**src/rtl/core_sequencer_if.sv**
```systemverilog
// Handshake bundle between core_sequencer (master) and the datapath/instruction memory (slave).
// Performance counter signals exist only when SEQ_PERF_CNT_EN is defined.
interface core_sequencer_if
`ifdef SEQ_PERF_CNT_EN
#(
    parameter int CNT_W = 32
)
`endif
();
    logic       i_run;
    logic       o_imemReq;
    logic       i_imemAck;
    logic       o_irLoad;
    logic       o_rfWe;
    logic       o_pcInc;
    logic       o_busy;
    logic       o_halted;
    logic       o_fetchErr;
    logic       i_errClr;
    logic [2:0] o_state;
`ifdef SEQ_PERF_CNT_EN
    logic [CNT_W-1:0] o_retireCnt;
    logic [CNT_W-1:0] o_stallCnt;
`endif

    modport master (
`ifdef SEQ_PERF_CNT_EN
        output o_retireCnt, o_stallCnt,
`endif
        input  i_run, i_imemAck, i_errClr,
        output o_imemReq, o_irLoad, o_rfWe, o_pcInc, o_busy, o_halted, o_fetchErr, o_state
    );

    modport slave (
`ifdef SEQ_PERF_CNT_EN
        input  o_retireCnt, o_stallCnt,
`endif
        output i_run, i_imemAck, i_errClr,
        input  o_imemReq, o_irLoad, o_rfWe, o_pcInc, o_busy, o_halted, o_fetchErr, o_state
    );
endinterface

```
**src/rtl/core_sequencer.sv**
```systemverilog
// Multi-cycle FETCH/DECODE/EXEC/WB control FSM with fetch timeout and run/halt at boundaries.
// Optional saturating retire/stall counters are built when SEQ_PERF_CNT_EN is defined.
module core_sequencer #(
    parameter int TIMEOUT_CYCLES = 16
`ifdef SEQ_PERF_CNT_EN
   ,parameter int CNT_W = 32
`endif
) (
    input  logic              i_clock,
    input  logic              i_resetn,
    core_sequencer_if.master  bus
);
    localparam int WAIT_W = $clog2(TIMEOUT_CYCLES);

    typedef enum logic [2:0] {
        IDLE   = 3'd0,
        FETCH  = 3'd1,
        DECODE = 3'd2,
        EXEC   = 3'd3,
        WB     = 3'd4,
        ERR    = 3'd5
    } state_t;

    state_t              state;
    state_t              state_n;
    logic [WAIT_W-1:0]   wait_cnt;
    logic                timeout;
    logic                fetch_err;
    logic                imem_req;
    logic                rf_we;
    logic                pc_inc;
    logic                busy;
    logic                halted;

    // An ack in the final allowed cycle takes priority over the timeout.
    assign timeout = (state == FETCH) && !bus.i_imemAck &&
                     (wait_cnt == WAIT_W'(TIMEOUT_CYCLES - 1));

    always_comb begin
        state_n = IDLE;
        case (state)
            IDLE:    state_n = bus.i_run ? FETCH : IDLE;
            FETCH: begin
                if (bus.i_imemAck) state_n = DECODE;
                else if (timeout)  state_n = ERR;
                else               state_n = FETCH;
            end
            DECODE:  state_n = EXEC;
            EXEC:    state_n = WB;
            WB:      state_n = bus.i_run ? FETCH : IDLE;
            ERR:     state_n = bus.i_errClr ? IDLE : ERR;
            default: state_n = IDLE;
        endcase
    end

    // Moore outputs are registered from the next state so they track the state register exactly.
    always_ff @(posedge i_clock or negedge i_resetn) begin
        if (!i_resetn) begin
            state     <= IDLE;
            wait_cnt  <= '0;
            fetch_err <= 1'b0;
            imem_req  <= 1'b0;
            rf_we     <= 1'b0;
            pc_inc    <= 1'b0;
            busy      <= 1'b0;
            halted    <= 1'b1;
        end else begin
            state <= state_n;
            if (state != FETCH)       wait_cnt <= '0;
            else if (!bus.i_imemAck)  wait_cnt <= wait_cnt + 1'b1;
            if (timeout)                          fetch_err <= 1'b1;
            else if (state == ERR && bus.i_errClr) fetch_err <= 1'b0;
            imem_req <= (state_n == FETCH);
            rf_we    <= (state_n == WB);
            pc_inc   <= (state_n == WB);
            busy     <= (state_n == FETCH) || (state_n == DECODE) ||
                        (state_n == EXEC)  || (state_n == WB);
            halted   <= (state_n == IDLE) || (state_n == ERR);
        end
    end

    assign bus.o_state    = state;
    assign bus.o_imemReq  = imem_req;
    assign bus.o_irLoad   = (state == FETCH) && bus.i_imemAck;
    assign bus.o_rfWe     = rf_we;
    assign bus.o_pcInc    = pc_inc;
    assign bus.o_busy     = busy;
    assign bus.o_halted   = halted;
    assign bus.o_fetchErr = fetch_err;

`ifdef SEQ_PERF_CNT_EN
    logic [CNT_W-1:0] retire_cnt;
    logic [CNT_W-1:0] stall_cnt;

    always_ff @(posedge i_clock or negedge i_resetn) begin
        if (!i_resetn) begin
            retire_cnt <= '0;
            stall_cnt  <= '0;
        end else begin
            if (state == WB && retire_cnt != '1)
                retire_cnt <= retire_cnt + 1'b1;
            if (state == FETCH && !bus.i_imemAck && stall_cnt != '1)
                stall_cnt <= stall_cnt + 1'b1;
        end
    end

    assign bus.o_retireCnt = retire_cnt;
    assign bus.o_stallCnt  = stall_cnt;
`endif
endmodule

```
**src/flat_wrapper.sv**
```systemverilog
// flat-port wrapper written by rule: the top's interface ports become plain ports
module core_sequencer_flat 
#(
    parameter int TIMEOUT_CYCLES = 16

)
  (i_clock, i_resetn, bus_i_run, bus_i_imemAck, bus_i_errClr, bus_o_imemReq, bus_o_irLoad, bus_o_rfWe, bus_o_pcInc, bus_o_busy, bus_o_halted, bus_o_fetchErr, bus_o_state);
  core_sequencer_if bus_i ();
  input  logic i_clock;
  input  logic i_resetn;
  input wire logic [$bits(bus_i.i_run)-1:0] bus_i_run;
  input wire logic [$bits(bus_i.i_imemAck)-1:0] bus_i_imemAck;
  input wire logic [$bits(bus_i.i_errClr)-1:0] bus_i_errClr;
  output wire logic [$bits(bus_i.o_imemReq)-1:0] bus_o_imemReq;
  output wire logic [$bits(bus_i.o_irLoad)-1:0] bus_o_irLoad;
  output wire logic [$bits(bus_i.o_rfWe)-1:0] bus_o_rfWe;
  output wire logic [$bits(bus_i.o_pcInc)-1:0] bus_o_pcInc;
  output wire logic [$bits(bus_i.o_busy)-1:0] bus_o_busy;
  output wire logic [$bits(bus_i.o_halted)-1:0] bus_o_halted;
  output wire logic [$bits(bus_i.o_fetchErr)-1:0] bus_o_fetchErr;
  output wire logic [$bits(bus_i.o_state)-1:0] bus_o_state;
  assign bus_i.i_run = bus_i_run;
  assign bus_i.i_imemAck = bus_i_imemAck;
  assign bus_i.i_errClr = bus_i_errClr;
  assign bus_o_imemReq = bus_i.o_imemReq;
  assign bus_o_irLoad = bus_i.o_irLoad;
  assign bus_o_rfWe = bus_i.o_rfWe;
  assign bus_o_pcInc = bus_i.o_pcInc;
  assign bus_o_busy = bus_i.o_busy;
  assign bus_o_halted = bus_i.o_halted;
  assign bus_o_fetchErr = bus_i.o_fetchErr;
  assign bus_o_state = bus_i.o_state;
  core_sequencer #(.TIMEOUT_CYCLES(TIMEOUT_CYCLES)) u_core (.i_clock(i_clock), .i_resetn(i_resetn), .bus(bus_i));
endmodule
```
**config.mk**
```make
export PLATFORM = sky130hd
export DESIGN_NAME = core_sequencer_flat
export DESIGN_NICKNAME = d
export VERILOG_FILES = /design/src/rtl/core_sequencer_if.sv /design/src/rtl/core_sequencer.sv /design/src/flat_wrapper.sv
export SDC_FILE = /design/constraint.sdc
export NUM_CORES = 1
export LEC_CHECK = 0
export ABC_CLOCK_PERIOD_IN_PS = 1800
export CORE_MARGIN = 2
export CORE_UTILIZATION = 40
export CTS_CLUSTER_SIZE = 16
export DETAILED_ROUTE_END_ITERATION = 10
export PLACE_DENSITY = 0.67
export REMOVE_ABC_BUFFERS = 1
export SYNTH_ARGS = -nofsm -noshare
export SYNTH_HDL_FRONTEND = slang
export SYNTH_SLANG_ARGS = --single-unit
```
**constraint.sdc**
```tcl
create_clock -name i_clock -period 1.8 [get_ports i_clock]
set_clock_uncertainty 0.05 [all_clocks]
set_input_delay 0.36 -clock i_clock [delete_from_list [all_inputs] [get_ports i_clock]]
set_output_delay 0.36 -clock i_clock [all_outputs]
set_load 0.02 [all_outputs]
```
==> key figures, run 1 <==
Run status
  – Status: completed

Synthesis
  – Largest family of logic cells by synthesized area: simple AND/OR/NAND/NOR gates
  – #FFs+latches synth: 12
  – Syn Area/Cell: about 11 µm²
  – Synth Instances: 54
  – Synthesized-area fraction occupied by xor and xnor cells: 0.0451
  – Adder-Cell Fraction of Synth Area: 0.0215
  – Mux contribution to synthesized area: 0.0172
  – Seq/Total Area, Yosys: 0.517
  – Post-Synth Simple-Gate Area: 0.206
  – Netlist cell types: 29
  – Syn Std Cell Area: ~580 µm²
  – Synth Area in Compound Gates: 0.139
  – YS warnings: 0

Route
  – Remaining antenna violation count: 0
  – Number of iterations in the first detailed-routing pass: 4
  – Detailed Route Iter0 Violations: 9
  – # DRC: 0
  – Vias/cell: about 5
  – Routed WL: 1010 µm
  – Routed len/inst: 11.1 µm
  – Via count: about 460

GRT
  – Initial antenna violation count: 0
  – Global routing met3 resource utilization: 0.0474
  – Met1 GRT Util: 0.172
  – Vias in the first global route: between 400 and 500
  – Gr usage total: 0.130
  – First-pass GRT wire length: ~1700 µm
  – Most used routing layer: met2
  – Total grt overflow: 0
  – GR Util met2: 0.188
  – Largest net degree at the start of global routing: 13

Finish
  – Register area: 302 µm²
  – Antenna Cells: 0
  – Nets: 83
  – Synthesis-to-layout area growth: 38.6%
  – Most frequent cells in the layout: dfrtp_1, clkdlybuf4s50_1, nor2_1
  – Layout cell share with drive strength beyond 1: 0.237
  – Commonest non-fill, non-tap cell in the layout: dfrtp_1
  – Area of the multi-input gates: 250 µm²
  – Fill count: 121

Floorplanning
  – CORE AREA: 1330 µm²
  – Die X-Extent: 42.2 µm
  – Die area: 1780 µm²
  – Rows: 13
  – Initial Util: 0.437
  – I/O pin total: 15
  – Die H: 42.2 µm

STA
  – Final hold viol count: 0
  – Period utilization: 0.918
  – Slew Viols, Final: 0
  – Fmax: 605 MHz
  – Endpoints failing setup: 0
  – Hold WS: 0.388 ns
  – Slew HR: 0.648
  – Least-Margin Pin Slew: 0.527 ns
  – RSZ-0062 raised after global routing: no
  – Tmin final: around 1.7 ns

Worst setup path
  – Flop-to-flop setup slack: 0.42 ns
  – Max stage delay on crit path: 0.61 ns
  – Cell family with most CP delay: buffers and inverters
  – Worst setup SP type: register
  – RR Endpoint: u_core.bus.o_imemReq$_DFF_PN0_
  – Setup crit end: bus_o_fetchErr
  – CP arrival: 1.24 ns
  – Reg2Reg Launch Point: u_core.bus.o_state[1]$_DFF_PN0_
  – Critical Path Fanout Max: 3
  – Stages on worst setup path: 1
  – WS Path Type: register to primary output
  – CP max-delay cell: clkdlybuf4s50_1
  – R2R cell count: 4
  – Required @ worst endpoint: 1.39 ns
  – Setup crit end kind: primary output
  – Crit-path cells: clkdlybuf4s50_1
  – Worst setup startpoint: u_core.bus.o_fetchErr$_DFFE_PN0P_
  – Buffers and inverters on the worst path: 1

Placement
  – HPWL reported at the end of detailed placement: 757 µm
  – Port Buf Inserts: 14
  – GP Congestion: 0.772

Clock tree
  – Skew-Pair Late Insertion Delay: about 0.26 ns
  – CTS tree: done
  – H-tree levels: 1
  – Worst-path clk slew: approximately 0.080 ns
  – Num CTS Buffers: 3
  – Clk root buf: clkbuf_4
  – Clk sinks: 12
  – Clock buffer depth: 2
  – Post-CTS Setup Repair Bufs: 0

Power and ir drop
  – PD cells: 1580 nW/µm²
  – Overall Power: 1280 µW
  – LEAKAGE: 0.000415 µW
  – Max VDD drop: around 740 µV

Job
  – Max Cap Viol: 0

Min path
  – Hold WC Path Type: input pin to async pin
cells in the mapped netlist:
master | count | area share
or2b_2 | 1 | 0.015
dfrtp_1 | 11 | 0.47
nor2b_1 | 2 | 0.021
o211ai_1 | 1 | 0.013
a311oi_1 | 1 | 0.015
nor2_1 | 8 | 0.052
nand2b_1 | 2 | 0.021
dfstp_2 | 1 | 0.045
xor2_1 | 2 | 0.030
or3_1 | 1 | 0.011
o221a_1 | 1 | 0.019
o21ba_2 | 1 | 0.017
a31oi_1 | 1 | 0.011
o311a_1 | 1 | 0.017
buf_2 | 1 | 0.0086
a21oi_1 | 2 | 0.017
xnor2_1 | 1 | 0.015
nand4b_1 | 1 | 0.015
nand2_1 | 2 | 0.013
nand3_1 | 1 | 0.0086
buf_4 | 1 | 0.013
ha_1 | 1 | 0.021
o21ai_0 | 2 | 0.017
mux2i_1 | 1 | 0.017
inv_1 | 2 | 0.013
and4b_2 | 1 | 0.019
o21a_1 | 1 | 0.013
buf_6 | 1 | 0.019
and2b_2 | 2 | 0.030
kinds of logic after synthesis:
| family | Yosys count |
|---|---|
| AND/OR/NAND/NOR | 21 |
| flip-flops | 12 |
| AO/OA/AOI/OAI | 11 |
| buffers and inverters | 5 |
| XOR/XNOR | 3 |
| multiplexers | 1 |
| adder cells (fa/ha/maj) | 1 |
metal layers:
layer  wire [µm]  share of wire
met3          63          0.062
met4          10         0.0099
met2         451           0.45
met5           0              0
met1         485           0.48
flip-flops by register name (all words and copies together), names as in the netlist:
register               cells
u_core.bus.o_halted        1
u_core.wait_cnt            4
u_core.bus.o_imemReq       1
u_core.bus.o_rfWe          1
u_core.bus.o_state         3
u_core.bus.o_fetchErr      1
u_core.bus.o_busy          1
where the power goes:
part,internal (µW),total (µW),switching [µW]
combinational,332,672,340
sequential,362,399,37.6
clock,123,209,86.2
worst min-delay path by stage:
stage,depth (start not counted),end,startpoint,slack (ns)
2_1_floorplan,0,u_core.bus.o_busy$_DFF_PN0_,i_resetn,0.01
3_3_place_gp,2,u_core.wait_cnt[3]$_DFFE_PN0N_,u_core.wait_cnt[3]$_DFFE_PN0N_,0.47
3_5_place_dp,2,u_core.wait_cnt[3]$_DFFE_PN0N_,u_core.wait_cnt[3]$_DFFE_PN0N_,0.48
4_1_cts,1,u_core.wait_cnt[2]$_DFFE_PN0N_,i_resetn,0.41
5_1_grt,1,u_core.wait_cnt[2]$_DFFE_PN0N_,i_resetn,0.43
6_report,1,u_core.bus.o_busy$_DFF_PN0_,i_resetn,0.39
per-stage QoR:
step / setup TNS [ns] / utilization / setup WS [ns] / instances / area [µm²]
6_report: 0 / 0.606 / 0.148 / 91 / 808
5_1_grt: 0 / 0.606 / 0.110 / 91 / 808
4_1_cts: 0 / 0.603 / 0.00654 / 91 / 805
3_5_place_dp: -0.198 / 0.578 / -0.198 / 87 / 771
3_3_place_gp: -0.185 / 0.578 / -0.185 / 87 / 771
2_1_floorplan: 0 / - / 0.196 / 51 / 559
layout make-up:
cell class	instances	area share
multi-input combinational	37	0.310
sequential	12	0.373
tap	15	0.0232
clock buffer	4	0.0449
timing repair buffer	21	0.240
inverter	2	0.00929
what timing repair did:
action	4_1_cts	5_1_grt
hold buffers	0	0
gates resized for setup	2	5
setup endpoints to repair	2	4
Note: power is estimated with default switching activity, not from simulation.
==> run 2, diff against run 1 <==
- ABC_CLOCK_PERIOD_IN_PS: 1800 -> unset
==> results of run 2 <==
Final layout, timing and power as in run 1 (identical DEF).
